### src/rtl/accum_pkg.sv
// Shared types for the accumulator readout (drain) stage.
package accum_pkg;

  typedef enum logic [1:0] {
    IDLE,
    ISSUE,
    FLUSH,
    DONE
  } drain_state_t;

endpackage

### src/rtl/drain_fifo.sv
// Synchronous FIFO with registered head outputs; count includes the head entry.
module drain_fifo #(
  parameter int WIDTH = 64,
  parameter int DEPTH = 4
) (
  input  logic                   clk,
  input  logic                   rstn,
  input  logic                   in_valid,
  input  logic [WIDTH-1:0]       in_data,
  input  logic                   out_ready,
  output logic                   out_valid,
  output logic [WIDTH-1:0]       out_data,
  output logic [$clog2(DEPTH):0] count
);

  localparam int AW = $clog2(DEPTH);
  localparam int CW = AW + 1;

  logic [WIDTH-1:0] mem [DEPTH];
  logic [AW-1:0]    wr_ptr;
  logic [AW-1:0]    rd_ptr;
  logic [AW-1:0]    rd_ptr_n;
  logic [CW-1:0]    count_n;
  logic [WIDTH-1:0] head_n;
  logic             full;
  logic             do_push;
  logic             do_pop;

  assign full    = (count == CW'(DEPTH));
  assign do_push = in_valid && !full;
  assign do_pop  = out_valid && out_ready;

  // A push into an otherwise-empty FIFO bypasses the array straight into the head register.
  always_comb begin
    count_n  = count + CW'(do_push) - CW'(do_pop);
    rd_ptr_n = rd_ptr + AW'(do_pop);
    if (do_push && ((count - CW'(do_pop)) == '0)) begin
      head_n = in_data;
    end else begin
      head_n = mem[rd_ptr_n];
    end
  end

  always_ff @(posedge clk) begin
    if (do_push) begin
      mem[wr_ptr] <= in_data;
    end
  end

  always_ff @(posedge clk or negedge rstn) begin
    if (!rstn) begin
      wr_ptr    <= '0;
      rd_ptr    <= '0;
      count     <= '0;
      out_valid <= 1'b0;
      out_data  <= '0;
    end else begin
      wr_ptr    <= wr_ptr + AW'(do_push);
      rd_ptr    <= rd_ptr_n;
      count     <= count_n;
      out_valid <= (count_n != '0);
      if (count_n != '0) begin
        out_data <= head_n;
      end
    end
  end

endmodule

### src/rtl/accum_drain.sv
// Streams a window of accumulator words out on valid/ready, optionally zeroing
// each entry; reads are issued only against free output-buffer credits.
module accum_drain
  import accum_pkg::*;
#(
  parameter int ADDR_WIDTH = 9,
  parameter int DATA_WIDTH = 64,
  parameter int RD_LAT     = 2,
  parameter int FIFO_DEPTH = 4
) (
  input  logic                  clk,
  input  logic                  rstn,
  input  logic                  start,
  input  logic [ADDR_WIDTH-1:0] base_addr,
  input  logic [ADDR_WIDTH:0]   len,
  input  logic                  clear_en,
  output logic                  busy,
  output logic                  done,
  output logic                  rd_en,
  output logic [ADDR_WIDTH-1:0] rd_addr,
  input  logic [DATA_WIDTH-1:0] rd_rdata,
  output logic                  wr_en,
  output logic                  wr_we,
  output logic [ADDR_WIDTH-1:0] wr_addr,
  output logic [DATA_WIDTH-1:0] wr_wdata,
  output logic                  acc_mode,
  output logic                  out_valid,
  input  logic                  out_ready,
  output logic [DATA_WIDTH-1:0] out_data,
  output logic                  out_last
);

  localparam int CW = $clog2(FIFO_DEPTH) + 1;
  localparam int IW = $clog2(RD_LAT + 1);
  localparam int SW = CW + IW;

  drain_state_t          state;
  drain_state_t          state_n;
  logic [ADDR_WIDTH-1:0] base_q;
  logic [ADDR_WIDTH:0]   len_q;
  logic [ADDR_WIDTH:0]   issue_cnt;
  logic [ADDR_WIDTH:0]   out_cnt;
  logic                  clear_q;
  logic [RD_LAT-1:0]     vld_sr;
  logic [IW-1:0]         inflight;
  logic [CW-1:0]         fifo_count;
  logic [SW-1:0]         used;
  logic                  credit_ok;
  logic                  issue;
  logic                  pop;

  always_comb begin
    inflight = '0;
    for (int i = 0; i < RD_LAT; i++) begin
      inflight = inflight + IW'(vld_sr[i]);
    end
  end

  // Credits come from registered occupancy only, so a pop frees a slot one cycle later.
  assign used      = SW'(inflight) + SW'(fifo_count);
  assign credit_ok = (used < SW'(FIFO_DEPTH));
  assign issue     = (state == ISSUE) && credit_ok;
  assign pop       = out_valid && out_ready;
  assign out_last  = out_valid && (out_cnt == (len_q - 1'b1));

  assign rd_addr  = base_q + issue_cnt[ADDR_WIDTH-1:0];
  assign wr_addr  = rd_addr;
  assign wr_wdata = '0;
  assign acc_mode = 1'b0;

  always_comb begin
    state_n = state;
    busy    = 1'b0;
    done    = 1'b0;
    rd_en   = 1'b0;
    wr_en   = 1'b0;
    wr_we   = 1'b0;
    case (state)
      IDLE: begin
        if (start) begin
          state_n = (len == '0) ? DONE : ISSUE;
        end
      end
      ISSUE: begin
        busy  = 1'b1;
        rd_en = issue;
        wr_en = issue && clear_q;
        wr_we = issue && clear_q;
        if (issue && ((issue_cnt + 1'b1) == len_q)) begin
          state_n = FLUSH;
        end
      end
      FLUSH: begin
        busy = 1'b1;
        if (pop && out_last) begin
          state_n = DONE;
        end
      end
      DONE: begin
        busy    = 1'b1;
        done    = 1'b1;
        state_n = IDLE;
      end
      default: state_n = IDLE;
    endcase
  end

  always_ff @(posedge clk or negedge rstn) begin
    if (!rstn) begin
      state     <= IDLE;
      base_q    <= '0;
      len_q     <= '0;
      clear_q   <= 1'b0;
      issue_cnt <= '0;
      out_cnt   <= '0;
      vld_sr    <= '0;
    end else begin
      state  <= state_n;
      vld_sr <= (vld_sr << 1) | RD_LAT'(issue);
      if ((state == IDLE) && start) begin
        base_q    <= base_addr;
        len_q     <= len;
        clear_q   <= clear_en;
        issue_cnt <= '0;
        out_cnt   <= '0;
      end else begin
        if (issue) begin
          issue_cnt <= issue_cnt + 1'b1;
        end
        if (pop) begin
          out_cnt <= out_cnt + 1'b1;
        end
      end
    end
  end

  drain_fifo #(
    .WIDTH(DATA_WIDTH),
    .DEPTH(FIFO_DEPTH)
  ) u_fifo (
    .clk      (clk),
    .rstn     (rstn),
    .in_valid (vld_sr[RD_LAT-1]),
    .in_data  (rd_rdata),
    .out_ready(out_ready),
    .out_valid(out_valid),
    .out_data (out_data),
    .count    (fifo_count)
  );

endmodule

### config.mk
export PLATFORM = sky130hd
export DESIGN_NAME = accum_drain
export DESIGN_NICKNAME = d
export VERILOG_FILES = /design/src/rtl/accum_pkg.sv /design/src/rtl/drain_fifo.sv /design/src/rtl/accum_drain.sv
export SDC_FILE = /design/constraint.sdc
export NUM_CORES = 1
export LEC_CHECK = 0
export ABC_CLOCK_PERIOD_IN_PS = 8700
export BUFFER_PORTS_ARGS = -buffer_cell sky130_fd_sc_hd__clkbuf_2
export CORE_MARGIN = 5
export CORE_UTILIZATION = 57
export CTS_CLUSTER_SIZE = 40
export DETAILED_ROUTE_END_ITERATION = 8
export PLACE_DENSITY = 0.89
export SLEW_MARGIN = 20
export SYNTH_ARGS = -nofsm -noshare
export SYNTH_HDL_FRONTEND = slang
export SYNTH_SLANG_ARGS = --single-unit
### constraint.sdc
create_clock -name clk -period 8.7 [get_ports clk]
set_input_delay 0.87 -clock clk [delete_from_list [all_inputs] [get_ports clk]]
set_output_delay 0.87 -clock clk [all_outputs]
set_load 0.03 [all_outputs]
=== After elaboration in Yosys (flattened, before gate mapping) ===
Memory sizes are Yosys's and may differ from the RTL's.
Index checks and enable logic that the tools add are counted.

* Flip-flop bits (word level): 116
* Memory bits (writable): 256
* Logic and storage cells: 69
* Memories: 1

{| class="wikitable"
|+ Memory list
! memory !! depth !! bits a word !! rd ports !! clocked after Yosys merged registers in !! wr ports !! line !! source
|-
| u_fifo.mem || 4 || 64 || 1 || 0 || 1 || drain_fifo.sv:19 || <nowiki>logic [WIDTH-1:0] mem [DEPTH];</nowiki>
|}

* $add $sub $neg: 11
* Order comparisons: 1
* Equality and inequality tests: 9
* Muxes and demuxes: 16
* Bitwise operators: 1
* Reduce and logical (&&, ||, !) cells: 18

{| class="wikitable"
|+ Operators with widths
! cell !! number
|-
| $mux W64 || 1
|-
| $mux W10 || 4
|-
| $add A10 B1 Y10 const B || 2
|-
| $eq A10 B10 Y1 || 2
|-
| $logic_not A10 Y1 || 1
|-
| $sub A10 B1 Y10 const B || 1
|-
| $add A9 B9 Y9 || 1
|-
| $logic_and A1 B1 Y1 || 9
|-
| $mux W2 || 4
|-
| $pmux W2 S4 || 1
|-
| $mux W1 || 6
|-
| $sub A3 B1 Y3 || 2
|-
| $add A2 B1 Y2 || 2
|-
| $add A2 B3 Y4 || 1
|-
| $eq A2 B2 Y1 const B || 2
|-
| $lt A4 B3 Y1 const B || 1
|-
| $ne A2 B2 Y1 const B || 2
|-
| $reduce_bool A2 Y1 || 2
|-
| $add A3 B1 Y3 || 1
|-
| $eq A3 B3 Y1 const B || 1
|-
| $logic_not A3 Y1 || 1
|-
| $reduce_and A3 Y1 || 1
|-
| $reduce_bool A3 Y1 || 1
|-
| $reduce_or A3 Y1 || 1
|-
| other kinds (6) || 6
|}

=== Logic depth before layout (Yosys ltp) ===
Gate-level depths: netlist (run 1).

* Depth after elaboration: 7
* Mapped depth: 14
* Mapped depth without buffers: 10

=== Hierarchy ===
A second synthesis (run 1) with hierarchy kept.

* Cells, all modules: 1121
* Area, all modules: 16000.3 µm²

{| class="wikitable"
|+ By module, submodules not included
! module !! instances !! cells each !! area an instance (µm²) !! seq. area each (µm²)
|-
| drain_fifo || 1 || 719 || 12553.3 || 9489.1
|-
| accum_drain || 1 || 402 || 3447.1 || 1101.1
|}

=== Least setup slack after synthesis (run 1) ===
Ideal clock, no wire load.

* Kind: reg-to-reg
* Start: register u_fifo.count[1]
* End: memory u_fifo.mem[0][0] (enable)
* Setup time: 0.578 ns
* Arrival time: 5.586 ns
* Slack: 2.536 ns
* Cell stages (with the launch flop): 4
* Period minus slack after synthesis: 6.164 ns
* Cells stage by stage: dfrtp_1 > inv_1 > a31oi_1 > nor3b_1

* Word-level cells in the longest chain between the ends: 5

{| class="wikitable"
|+ RTL lines
! element !! line !! source
|-
| from (decl) || drain_fifo.sv:13 || <nowiki>output logic [$clog2(DEPTH):0] count</nowiki>
|-
| from (signal assigned) || drain_fifo.sv:60 || <nowiki>count <= count_n;</nowiki>
|-
| $eq A3 B3 Y1 || drain_fifo.sv:29 || <nowiki>assign full = (count == CW'(DEPTH));</nowiki>
|-
| $logic_not A1 Y1 || drain_fifo.sv:30 || <nowiki>assign do_push = in_valid && !full;</nowiki>
|-
| $logic_and A1 B1 Y1 || drain_fifo.sv:30 ||
|-
| $mux W1 || drain_fifo.sv:45 || <nowiki>if (do_push) begin</nowiki>
|-
| $mux W1 (implied by the code) || drain_fifo.sv:46 || <nowiki>mem[wr_ptr] <= in_data;</nowiki>
|-
| to (decl) || drain_fifo.sv:19 ||
|}

Every way passes these cells.

=== Worst setup path in the final report (run 1) ===
* Start: register issue_cnt[0]
* End: output port rd_addr[8]

* Word-level cells in the longest chain between the ends: 1

{| class="wikitable"
|+ RTL lines
! element !! line !! source
|-
| from (decl) || accum_drain.sv:41 || <nowiki>logic [ADDR_WIDTH:0] issue_cnt;</nowiki>
|-
| from (signal assigned) || accum_drain.sv:128 || <nowiki>issue_cnt <= issue_cnt + 1'b1;</nowiki>
|-
| $add A9 B9 Y9 || accum_drain.sv:66 || <nowiki>assign rd_addr = base_q + issue_cnt[ADDR_WIDTH-1:0];</nowiki>
|-
| to (decl) || accum_drain.sv:20 || <nowiki>output logic [ADDR_WIDTH-1:0] rd_addr,</nowiki>
|}

Every way passes these cells.

==> results of run 1 <==
==> worst max-delay path, cell delays in order (launching register included) <==
cell and delay [ns]:
sky130_fd_sc_hd__dfrtp_1 0.57, sky130_fd_sc_hd__ha_1 0.25, sky130_fd_sc_hd__inv_1 0.05, sky130_fd_sc_hd__fa_1 0.40, sky130_fd_sc_hd__inv_1 0.07, sky130_fd_sc_hd__a21oi_1 0.06, sky130_fd_sc_hd__o21bai_1 0.19, sky130_fd_sc_hd__a21o_1 0.15
sky130_fd_sc_hd__a21oi_1 0.09, sky130_fd_sc_hd__o21ai_0 0.21, sky130_fd_sc_hd__xnor2_1 0.17, sky130_fd_sc_hd__clkbuf_2 0.25
==> worst min-delay path by stage <==
stage / start / end / slack, ns / cells after the start
floorplan: vld_sr[0]$_DFF_PN0_ / vld_sr[1]$_DFF_PN0_ / 0.36 / 0
global placement: vld_sr[0]$_DFF_PN0_ / vld_sr[1]$_DFF_PN0_ / 0.38 / 0
detailed placement: vld_sr[0]$_DFF_PN0_ / vld_sr[1]$_DFF_PN0_ / 0.39 / 0
CTS: rstn / u_fifo.out_data[13]$_DFFE_PN0P_ / 0.39 / 1
global route: vld_sr[0]$_DFF_PN0_ / vld_sr[1]$_DFF_PN0_ / 0.41 / 0
finish: rstn / u_fifo.out_data[54]$_DFFE_PN0P_ / 0.37 / 1
==> per-stage QoR <==
step | power, mW | instances
after global placement | 5.382 | 1571
after floorplan | 4.800 | 1137
final | 7.028 | 1640
after global routing | 7.446 | 1640
after detailed placement | 5.538 | 1571
after CTS | 7.095 | 1639
==> final cells by class <==
class / instances / area, um2
fill: 1951 / 9609
antenna: 1 / 2.502
sequential: 372 / 10590
clock buffer: 48 / 1018
clock inverter: 20 / 151.4
inverter: 22 / 82.58
tap: 378 / 473.0
multi-input combinational: 611 / 4881
timing repair buffer: 188 / 973.4
==> power breakdown <==
| group | switching, mW | internal (mW) |
|---|---|---|
| logic | 1.82 | 1.07 |
| registers | 0.271 | 2.34 |
| clock network | 0.657 | 0.865 |
==> layer usage <==
metal | vias to the layer above | part of all wire, % | track usage [%]
li1 | 4127 | - | -
met1 | 4648 | 39 | 27.62
met2 | 399 | 50 | 36.14
met3 | 67 | 8.9 | 5.539
met4 | 2 | 2.5 | 6.252
met5 | - | 0.038 | 0
==> kinds of logic (layout without fill, tap and decap cells) <==
kind of cell    Yosys count  after routing  synth area share (%)
xor+xnor                 51             51                 2.784
mux                     131            131                 13.16
flops                   372            372                 66.00
simple gates            219            219                 6.067
compound gates          119            119                 4.336
buf+inv                 154            278                 5.505
fa+ha+maj                26             26                 2.121
other cells               1             66               0.02337
==> registers in the layout, indices dropped and copies added (netlist names), 2 cells and up <==
register / flops
base_q: 9
u_fifo.out_data: 64
u_fifo.rd_ptr: 2
out_cnt: 10
vld_sr: 2
issue_cnt: 10
u_fifo.count: 3
u_fifo.mem: 256
state: 2
len_q: 10
u_fifo.wr_ptr: 2
==> layout by cell type (no fill, tap or decap), drive strengths merged, types with 4 or more instances in the layout <==
cell type,instances
conb,65
clkinv,16
xor2,33
and3,9
nor3,6
ha,24
nand3,6
buf,13
inv,23
nor4,4
dfrtp,116
o21ai,75
mux4,64
edfxtp,256
clkbuf,223
xnor2,18
a21oi,18
mux2i,67
nand4,9
nor2,27
or3,4
nand2,138
a31oi,5
==> parameters.txt, run 1 <==
Parameter                              Value

CTS
  CTS tree    yes
  CTS H-tree lvls    2
  Clock buffers created by TritonCTS    38
  Gates resized, CTS repair    0
  Root Buffer Master    sky130_fd_sc_hd__clkbuf_16
  Clock Sinks    roughly 370
  Worst skew pair latency    ~0.53 ns
  Buffer levels on the longest clock path    3
  Hold-fix buffers at CTS    0
  Post-CTS Setup Bufs    0
  Clock-pin transition on the worst setup and hold timing paths    0.06 ns

Setup path
  Critical path origin    issue_cnt[0]$_DFFE_PN0P_
  Required time worst endpoint    ~7.8 ns
  Critical path capture point    rd_addr[8]
  Crit Reg-Reg Endpoint    u_fifo.out_data[52]$_DFFE_PN0P_
  Number of cells on the worst reg-to-reg path    11
  Crit path max fanout    11
  Classification of the worst setup path    reg2out
  Category of the worst setup path launch point    register
  Beginning of the worst register-to-register path    u_fifo.out_valid$_DFF_PN0_
  Arrival time at the worst endpoint    2.98 ns
  Setup slack of the worst register-to-register path    between 4 and 5 ns
  Category of the worst setup path capture point    output port

Yosys
  Number of flops mapped to enable cells by yosys    between 200 and 300
  Sequential element share of the synthesized area    around 66%
  Synthesis warning total    0
  Share of Yosys cell area claimed by the top area cell type    47.91%
  Yosys reg bits    between 300 and 400
  Cell variety after synth    59
  Avg Cell Area, Syn    14.95 um2
  Cell area after synthesis    around 16000 um2
  Share of flip-flops with an asynchronous set or reset    between 30% and 40%
  Most common cell in the synthesized netlist    sky130_fd_sc_hd__edfxtp_1
  Yosys top cell by area    sky130_fd_sc_hd__edfxtp_1
  Biggest area contributors in the synthesized netlist    sky130_fd_sc_hd__edfxtp_1 (48%), sky130_fd_sc_hd__dfrtp_1 (18%), sky130_fd_sc_hd__mux4_2 (9.0%)
  Cells after Synth    between 1000 and 1500
  Leading cell types by count after synthesis    sky130_fd_sc_hd__edfxtp_1 (256), sky130_fd_sc_hd__nand2_1 (137), sky130_fd_sc_hd__dfrtp_1 (116), sky130_fd_sc_hd__buf_4 (75), sky130_fd_sc_hd__o21ai_0 (75)
  Most frequently used flop master after synthesis    sky130_fd_sc_hd__edfxtp_1

Run
  Maxcap violations    0

Placement
  Post-DP HPWL    20830 um
  Placed Area    around 17000 um2
  Port buffer count    around 180
  Weighted congestion at the end of routability-driven global placement    roughly 0.85
  Pre-CTS setup slack    approximately 4.4 ns

GRT
  Pin count of the biggest net entering global routing    between 70 and 80
  Number of antenna violations at the first check in global routing    3
  Total Routing Usage GR    a little over a fifth
  Total overflow reported by the global router    0
  Vias in the first global route    ~9500
  Global-route wire length before repair    between 50000 and 60000 um

Drt
  Post-detailed-routing wire length    about 34000 um
  Number of DRC violations after detailed routing    0
  DRT Pass-1 Iters    5
  Final ANT Viol Nets    0
  Total via count in the routed design    between 9000 and 10000
  Detail-routed net length per standard cell    between 20 and 25 um
  1st-iter DRT viols    643
  Number of vias per cell after detailed routing    5.636

Final layout
  # nets final    roughly 1300
  Fraction of layout cells with a size suffix above 1    25.61%
  Final cell utilization of the core    about two thirds
  Area growth from synthesis to layout    13.26%
  Final non-filler cell area    about 18000 um2

STA
  Worst-Margin Slew    slightly below 1 ns
  Top achievable clock speed    about 0.26 GHz
  Finish-stage setup viols    0
  Final-layout worst hold slack    between 0.3 and 0.4 ns
  Final count of pins violating max slew    0
  Worst Slack Setup Final    ~4.8 ns
  Clock tree skew after final layout    between 0.02 and 0.025 ns
  Unrepaired setup endpoints after global routing    false
  Relative slew slack    roughly a third
  Post-route minimum period    3.852 ns
  Final clock period utilization by the worst path    44.27%
  Final number of hold-violating endpoints    0
  Sum of negative setup slack    0 ns

Pwr
  Total power density per cell area    just under 400 nW/um2
  Leak Pwr    roughly 7.5 nW
  IR drop worst, VDD    ~0.00027 V

Die
  Cell Rows    61
  Die height    approximately 180 um
  Die Span X    ~180 um
  Overall die area    around 32000 um2
  Initial cell density of the core    57.76%
  Number of placed I/O pins    roughly 240
  Core region area    roughly 28000 um2

Outcome
  Result of the run    finished clean

Hold path
  HP Class    in2async
Power figures use the tool's default switching activity.
==> run 2, diff against run 1 <==
--- a/config.mk
+++ b/config.mk
@@ -5,7 +5,7 @@
 export SDC_FILE = /design/constraint.sdc
 export NUM_CORES = 1
 export LEC_CHECK = 0
-export ABC_CLOCK_PERIOD_IN_PS = 8700
+export ABC_CLOCK_PERIOD_IN_PS = 3600
 export BUFFER_PORTS_ARGS = -buffer_cell sky130_fd_sc_hd__clkbuf_2
 export CORE_MARGIN = 5
 export CORE_UTILIZATION = 57
==> constraint.sdc (replaced) <==
create_clock -name clk -period 3.6 [get_ports clk]
set_input_delay 0.36 -clock clk [delete_from_list [all_inputs] [get_ports clk]]
set_output_delay 0.36 -clock clk [all_outputs]
set_load 0.03 [all_outputs]
==> parameters.txt, run 2 (synthesis results as in run 1) <==
Parameter                              Value

Setup path
  Beginning of the worst register-to-register path    u_fifo.out_valid$_DFF_PN0_
  Required time worst endpoint    3.24 ns (-4.59 ns)
  Setup slack of the worst register-to-register path    0.75 ns (-4.20 ns)
  Crit Reg-Reg Endpoint    u_fifo.out_data[36]$_DFFE_PN0P_
  Arrival time at the worst endpoint    3.05 ns (+0.07 ns)
  CP peak stage delay    0.55 ns (-0.02 ns)
  Category of the worst setup path capture point    output port
  Classification of the worst setup path    reg2out
  Crit path max fanout    11 (unchanged)
  Number of cells on the worst reg-to-reg path    11 (unchanged)
  Category of the worst setup path launch point    register
  Library cell contributing the largest single delay on the critical path    sky130_fd_sc_hd__dfrtp_1
  Cell chain of the critical path    ha_1 -> inv_1 -> fa_1 -> inv_1 -> a21oi_1 -> o21bai_1 -> a21o_1 -> a21oi_1 -> o21ai_0 -> xnor2_1 -> clkbuf_2

Final layout
  Area growth from synthesis to layout    15.20%
  Final non-filler cell area    18480 um2 (+1.7%)
  Largest registers    u_fifo.mem (256), u_fifo.out_data (64)
  Highest-count cells in the layout ignoring fill and taps    sky130_fd_sc_hd__edfxtp_1 (256), sky130_fd_sc_hd__clkbuf_2 (175), sky130_fd_sc_hd__nand2_1 (137), sky130_fd_sc_hd__dfrtp_1 (116), sky130_fd_sc_hd__o21ai_0 (75)
  Largest reg by FF count    u_fifo.mem
  Most frequent standard cell in the layout excluding fill and tap cells    sky130_fd_sc_hd__edfxtp_1
  Flip-flop count of the largest register, all copies and words added    256 (unchanged)
  Filler Cell Count    1841 (-5.6%)
  ANT cells    0 (-1)
  # nets final    1362 (+1.1%)
  Fraction of layout cells with a size suffix above 1    26.35% (+0.73 points)

GRT
  Pin count of the biggest net entering global routing    95 (+30%)
  Global-route wire length before repair    52630 um (+0.53%)
  Number of antenna violations at the first check in global routing    4 (+1)
  Total Routing Usage GR    21.37% (about the same)
  Busiest layer in global routing    met2
  Met1 track utilization from global routing    27.80% (+0.18 points)
  GRT met2 Usage    37.17% (+1.0 points)
  Vias in the first global route    9571 (+0.46%)
  Total overflow reported by the global router    0 (unchanged)
  Met3 GRT Util    5.006% (-0.53 points)

Hold path
  HP Class    in2reg
  Sink of the worst hold path    base_q[0]$_DFFE_PN0P_
  Hold path startpoint    base_addr[0]
  Cells on Worst Hold Path    3

Drt
  Number of vias per cell after detailed routing    5.617 (-0.33%)
  DRT Pass-1 Iters    4 (-1)
  Final ANT Viol Nets    0 (unchanged)
  1st-iter DRT viols    684 (+6.4%)
  Post-detailed-routing wire length    33420 um (-1.1%)
  Number of DRC violations after detailed routing    0 (unchanged)
  Detail-routed net length per standard cell    20.17 um (-2.1%)
  Total via count in the routed design    9308 (+0.70%)

Run
  Maxcap violations    0 (unchanged)

Die
  Die Span X    177.8 um (unchanged)
  Core region area    27780 um2 (unchanged)
  Die height    177.8 um (unchanged)
  Overall die area    31610 um2 (unchanged)
  Number of placed I/O pins    242 (unchanged)
  Initial cell density of the core    57.76% (unchanged)
  Cell Rows    61 (unchanged)

CTS
  Buffer levels on the longest clock path    3 (unchanged)
  Gates resized, CTS repair    0 (unchanged)
  Worst skew pair latency    0.53 ns (about the same)
  Hold-fix buffers at CTS    1 (+1)
  Clock-pin transition on the worst setup and hold timing paths    0.06 ns (about the same)
  Post-CTS Setup Bufs    0 (unchanged)
  Root Buffer Master    sky130_fd_sc_hd__clkbuf_16
  CTS H-tree lvls    2 (unchanged)
  Clock buffers created by TritonCTS    39 (+2.6%)
  CTS tree    yes
  Clock Sinks    372 (unchanged)

STA
  Final clock period utilization by the worst path    94.65%
  Worst-Margin Slew    0.8057 ns (-0.1795 ns)
  Final number of hold-violating endpoints    0 (unchanged)
  Relative slew slack    46.28% (+12 points)
  Final-layout worst hold slack    0.04101 ns (-0.3244 ns)
  Post-route minimum period    approximately 3.4 ns
  Finish-stage setup viols    0 (unchanged)
  Clock tree skew after final layout    0.02607 ns (+0.003712 ns)
  Final count of pins violating max slew    0 (unchanged)
  Top achievable clock speed    0.2935 GHz
  Unrepaired setup endpoints after global routing    false

Outcome
  Result of the run    finished clean

Placement
  Placed Area    17210 um2 (+1.2%)
  Port buffer count    176 (unchanged)
  Weighted congestion at the end of routability-driven global placement    0.8242 (-2.7%)
  Post-DP HPWL    21510 um (+3.3%)

Pwr
  IR drop worst, VDD    0.0007173 V (+160%)
  Total power density per cell area    943.2 nW/um2 (+140%)
  Leak Pwr    7.600 nW (+2.0%)
==> run 2: changes by cell type in the layout (fill, tap and decap cells not counted), moves of 2 or more <==
cell / delta
sky130_fd_sc_hd__clkinv_1: -3
sky130_fd_sc_hd__buf_4: +4
sky130_fd_sc_hd__clkbuf_16: +2
sky130_fd_sc_hd__buf_12: +9
sky130_fd_sc_hd__clkbuf_1: +6
==> run 2: final cells by class <==
type                            instances  area [um2]  share of cell area (%)
Timing Repair Buffer                  202        1194                   6.458
Multi-Input combinational cell        611        4882                   26.41
Sequential cell                       372       10590                   57.29
Tap cell                              378       473.0                   2.559
Inverter                               22       82.58                  0.4468
Clock inverter                         16       171.4                  0.9274
Clock buffer                           56        1091                   5.903
==> run 2: worst max-delay path by stage <==
stage / from / end / slack [ns] / cells after the start
floorplan: u_fifo.count[1]$_DFF_PN0_ / u_fifo.mem[0][0]$_DFFE_PP_ / -0.28 / 3
global placement: out_ready / u_fifo.out_data[31]$_DFFE_PN0P_ / 0.87 / 12
detailed placement: out_ready / u_fifo.out_data[18]$_DFFE_PN0P_ / 0.75 / 13
CTS: issue_cnt[0]$_DFFE_PN0P_ / rd_addr[8] / 0.18 / 11
global route: issue_cnt[0]$_DFFE_PN0P_ / rd_addr[8] / 0.05 / 11
finish: issue_cnt[0]$_DFFE_PN0P_ / rd_addr[8] / 0.19 / 11
==> run 2: power breakdown <==
| group | switching, mW | total (mW) | internal, mW |
|---|---|---|---|
| combinational | 4.44 | 7.21 | 2.77 |
| clock | 1.61 | 3.89 | 2.28 |
| sequential | 0.668 | 6.33 | 5.66 |
==> run 2: metal layers <==
layer	vias to the layer above	share of wire, %
li1	4159	-
met1	4693	39
met2	394	51
met3	54	8.3
met4	8	1.6
met5	-	0.17
==> run 2: worst max-delay path, delay by kind of cell (launching register included) <==
kind                     cells  cell delay (ns)
XOR/XNOR                     1             0.16
AO/OA/AOI/OAI                5             0.79
adder cells (fa/ha/maj)      2             0.66
flip-flops                   1             0.55
buffers and inverters        3             0.37
==> run 2: metrics by stage <==
stage | cells | setup TNS [ns] | worst slack, ns | power, mW | utilization, %
final | 1657 | 0 | 0.1928 | 17.43 | 66.53
after global routing | 1657 | 0 | 0.04848 | 18.47 | 66.53
after CTS | 1657 | 0 | 0.1790 | 17.61 | 66.53
after detailed placement | 1584 | 0 | 0.7486 | 13.64 | 61.95
after global placement | 1584 | 0 | 0.8742 | 13.25 | 61.95
after floorplan | 1137 | -17.98 | -0.2809 | 11.59 | -
==> run 3, diff against run 2 <==
--- a/config.mk
+++ b/config.mk
@@ -5,13 +5,13 @@
 export SDC_FILE = /design/constraint.sdc
 export NUM_CORES = 1
 export LEC_CHECK = 0
-export ABC_CLOCK_PERIOD_IN_PS = 3600
+export ABC_CLOCK_PERIOD_IN_PS = 4200
 export BUFFER_PORTS_ARGS = -buffer_cell sky130_fd_sc_hd__clkbuf_2
 export CORE_MARGIN = 5
-export CORE_UTILIZATION = 57
+export CORE_UTILIZATION = 60
 export CTS_CLUSTER_SIZE = 40
 export DETAILED_ROUTE_END_ITERATION = 8
-export PLACE_DENSITY = 0.89
+export PLACE_DENSITY = 0.92
 export SLEW_MARGIN = 20
 export SYNTH_ARGS = -nofsm -noshare
 export SYNTH_HDL_FRONTEND = slang
==> constraint.sdc (replaced) <==
create_clock -name clk -period 4.2 [get_ports clk]
set_input_delay 0.42 -clock clk [delete_from_list [all_inputs] [get_ports clk]]
set_output_delay 0.42 -clock clk [all_outputs]
set_load 0.03 [all_outputs]
==> parameters.txt, run 3 (synthesis results as in run 1) <==
Parameter                              Value

Outcome
  Result of the run    finished clean

STA
  Final-layout worst hold slack    0.08285 ns (+0.04184 ns)
  Sum of negative setup slack    0 ns (unchanged)
  Post-route minimum period    ~3.5 ns
  Final number of hold-violating endpoints    0 (unchanged)
  Relative slew slack    31.46% (-15 points)
  Final count of pins violating max slew    0 (unchanged)
  Clock tree skew after final layout    0.02126 ns (-0.004806 ns)
  Worst Slack Setup Final    0.7046 ns (+0.5118 ns)
  Top achievable clock speed    between 0.2 and 0.3 GHz
  Worst-Margin Slew    1.028 ns (+0.2223 ns)
  Final clock period utilization by the worst path    between 80% and 90%
  Finish-stage setup viols    0 (unchanged)
  Unrepaired setup endpoints after global routing    false

Final layout
  Final cell utilization of the core    69.92% (+3.4 points)
  Area growth from synthesis to layout    14.19%
  Most frequent standard cell in the layout excluding fill and tap cells    sky130_fd_sc_hd__edfxtp_1
  Non-filler cells in the finished layout    1599 (-3.5%)
  # nets final    1348 (-1.0%)
  Highest-count cells in the layout ignoring fill and taps    sky130_fd_sc_hd__edfxtp_1 (256), sky130_fd_sc_hd__clkbuf_2 (175), sky130_fd_sc_hd__nand2_1 (137), sky130_fd_sc_hd__dfrtp_1 (116), sky130_fd_sc_hd__o21ai_0 (75)
  ANT cells    0 (unchanged)
  Flip-flop count of the largest register, all copies and words added    256 (unchanged)
  Largest registers    u_fifo.mem (256), u_fifo.out_data (64)
  Largest reg by FF count    u_fifo.mem
  Fraction of layout cells with a size suffix above 1    25.95% (-0.40 points)
  Final non-filler cell area    18320 um2 (-0.87%)

Run
  Maxcap violations    0 (unchanged)

Drt
  Number of vias per cell after detailed routing    5.840 (+4.0%)
  Post-detailed-routing wire length    33930 um (+1.5%)
  DRT Pass-1 Iters    5 (+1)
  Detail-routed net length per standard cell    21.22 um (+5.2%)
  Final ANT Viol Nets    0 (unchanged)
  Number of DRC violations after detailed routing    0 (unchanged)
  1st-iter DRT viols    904 (+32%)
  Total via count in the routed design    9338 (+0.32%)

Hold path
  HP Class    in2reg

CTS
  CTS tree    yes
  Worst skew pair latency    0.55 ns (+0.02 ns)
  Gates resized, CTS repair    0 (unchanged)
  Root Buffer Master    sky130_fd_sc_hd__clkbuf_16
  Post-CTS Setup Bufs    0 (unchanged)
  Buffer levels on the longest clock path    3 (unchanged)
  Clock Sinks    372 (unchanged)
  CTS H-tree lvls    2 (unchanged)
  Clock-pin transition on the worst setup and hold timing paths    0.06 ns (about the same)
  Clock buffers created by TritonCTS    38 (-2.6%)

Setup path
  Category of the worst setup path capture point    output port
  Cell chain of the critical path    ha_1 -> inv_1 -> fa_1 -> inv_1 -> a21oi_1 -> o21bai_1 -> a21o_1 -> a21oi_1 -> o21ai_0 -> xnor2_1 -> clkbuf_2
  Kind of cell adding the most delay to the critical path    compound AO/OA/AOI/OAI gates
  CP peak stage delay    0.59 ns (+0.04 ns)
  Crit path max fanout    11 (unchanged)
  Arrival time at the worst endpoint    3.08 ns (+0.03 ns)
  Category of the worst setup path launch point    register
  Setup slack of the worst register-to-register path    1.17 ns (+0.42 ns)
  Buffers & Inverters on Critical Path    3 (unchanged)
  Library cell contributing the largest single delay on the critical path    sky130_fd_sc_hd__dfrtp_1
  Classification of the worst setup path    reg2out
  Required time worst endpoint    3.78 ns (+0.54 ns)

Pwr
  Leak Pwr    7.541 nW (-0.77%)
  IR drop worst, VDD    0.0006741 V (-6.0%)
  Total power density per cell area    816.4 nW/um2 (-13%)
  Total power of the final layout    14.96 mW (-14%)

GRT
  Pin count of the biggest net entering global routing    104 (+9.5%)
  Total Routing Usage GR    22.42% (+1.0 points)
  Global-route wire length before repair    53410 um (+1.5%)
  Total overflow reported by the global router    0 (unchanged)
  Vias in the first global route    9519 (-0.54%)
  Number of antenna violations at the first check in global routing    0 (-4)

Placement
  Post-DP HPWL    20240 um (-5.9%)
  Placed Area    17020 um2 (-1.1%)
  Placed cells    1528 (-3.5%)
  Port buffer count    176 (unchanged)
  Pre-CTS setup slack    1.139 ns (+0.3902 ns)
  Weighted congestion at the end of routability-driven global placement    0.8318 (+0.92%)

Die
  Initial cell density of the core    61.23% (+3.5 points)
  Die Span X    173.5 um (-2.4%)
  Core region area    26210 um2 (-5.7%)
  Overall die area    30110 um2 (-4.7%)
  Die height    173.5 um (-2.4%)
  Number of placed I/O pins    242 (unchanged)
  Cell Rows    59 (-3.3%)
## run 3: cell type report
type	instances	area, um2
clock buffer	50	1046
fill	1673	7884
timing repair buffer	189	1050
sequential	372	10590
tap	335	419.2
clock inverter	20	247.7
inverter	22	82.58
multi-input combinational	611	4887
## run 3: worst min-delay path, delay by kind of cell
kind                   cells  cell delay, ns
buffers and inverters      1            0.07
and+or+nand+nor            2            0.09
## run 3: metal layers
layer / GRT usage [%] / vias up / routed length, um
li1: - / 4127 / -
met1: 29.78 / 4708 / 13220
met2: 37.59 / 436 / 17170
met3: 4.864 / 67 / 2666
met4: 7.050 / 0 / 867
met5: 0 / - / 0
## run 3: worst paths after layout
kind / start / to / depth (start not counted)
setup / recovery: issue_cnt[0]$_DFFE_PN0P_ / wr_addr[8] / 11
hold / removal: base_addr[0] / base_q[0]$_DFFE_PN0P_ / 3
setup reg to reg: u_fifo.out_valid$_DFF_PN0_ / u_fifo.out_data[15]$_DFFE_PN0P_ / 10
hold reg to reg: vld_sr[0]$_DFF_PN0_ / vld_sr[1]$_DFF_PN0_ / 0
max in group asynchronous: rstn / u_fifo.out_data[18]$_DFFE_PN0P_ / 3
min in group asynchronous: rstn / state[0]$_DFFE_PN0P_ / 2
## run 3: power breakdown
| group | leakage, nW | internal, mW | switching (mW) | total [mW] |
|---|---|---|---|---|
| logic | 3.17 | 2.27 | 3.80 | 6.07 |
| clock network | 0.635 | 2.03 | 1.42 | 3.45 |
| registers | 3.73 | 4.86 | 0.580 | 5.43 |
## run 3: what timing repair did
item                                    4_1_cts  5_1_grt
hold buffers                                  0        1
hold endpoints to repair                      0       36
endpoints found under the setup margin        0        0
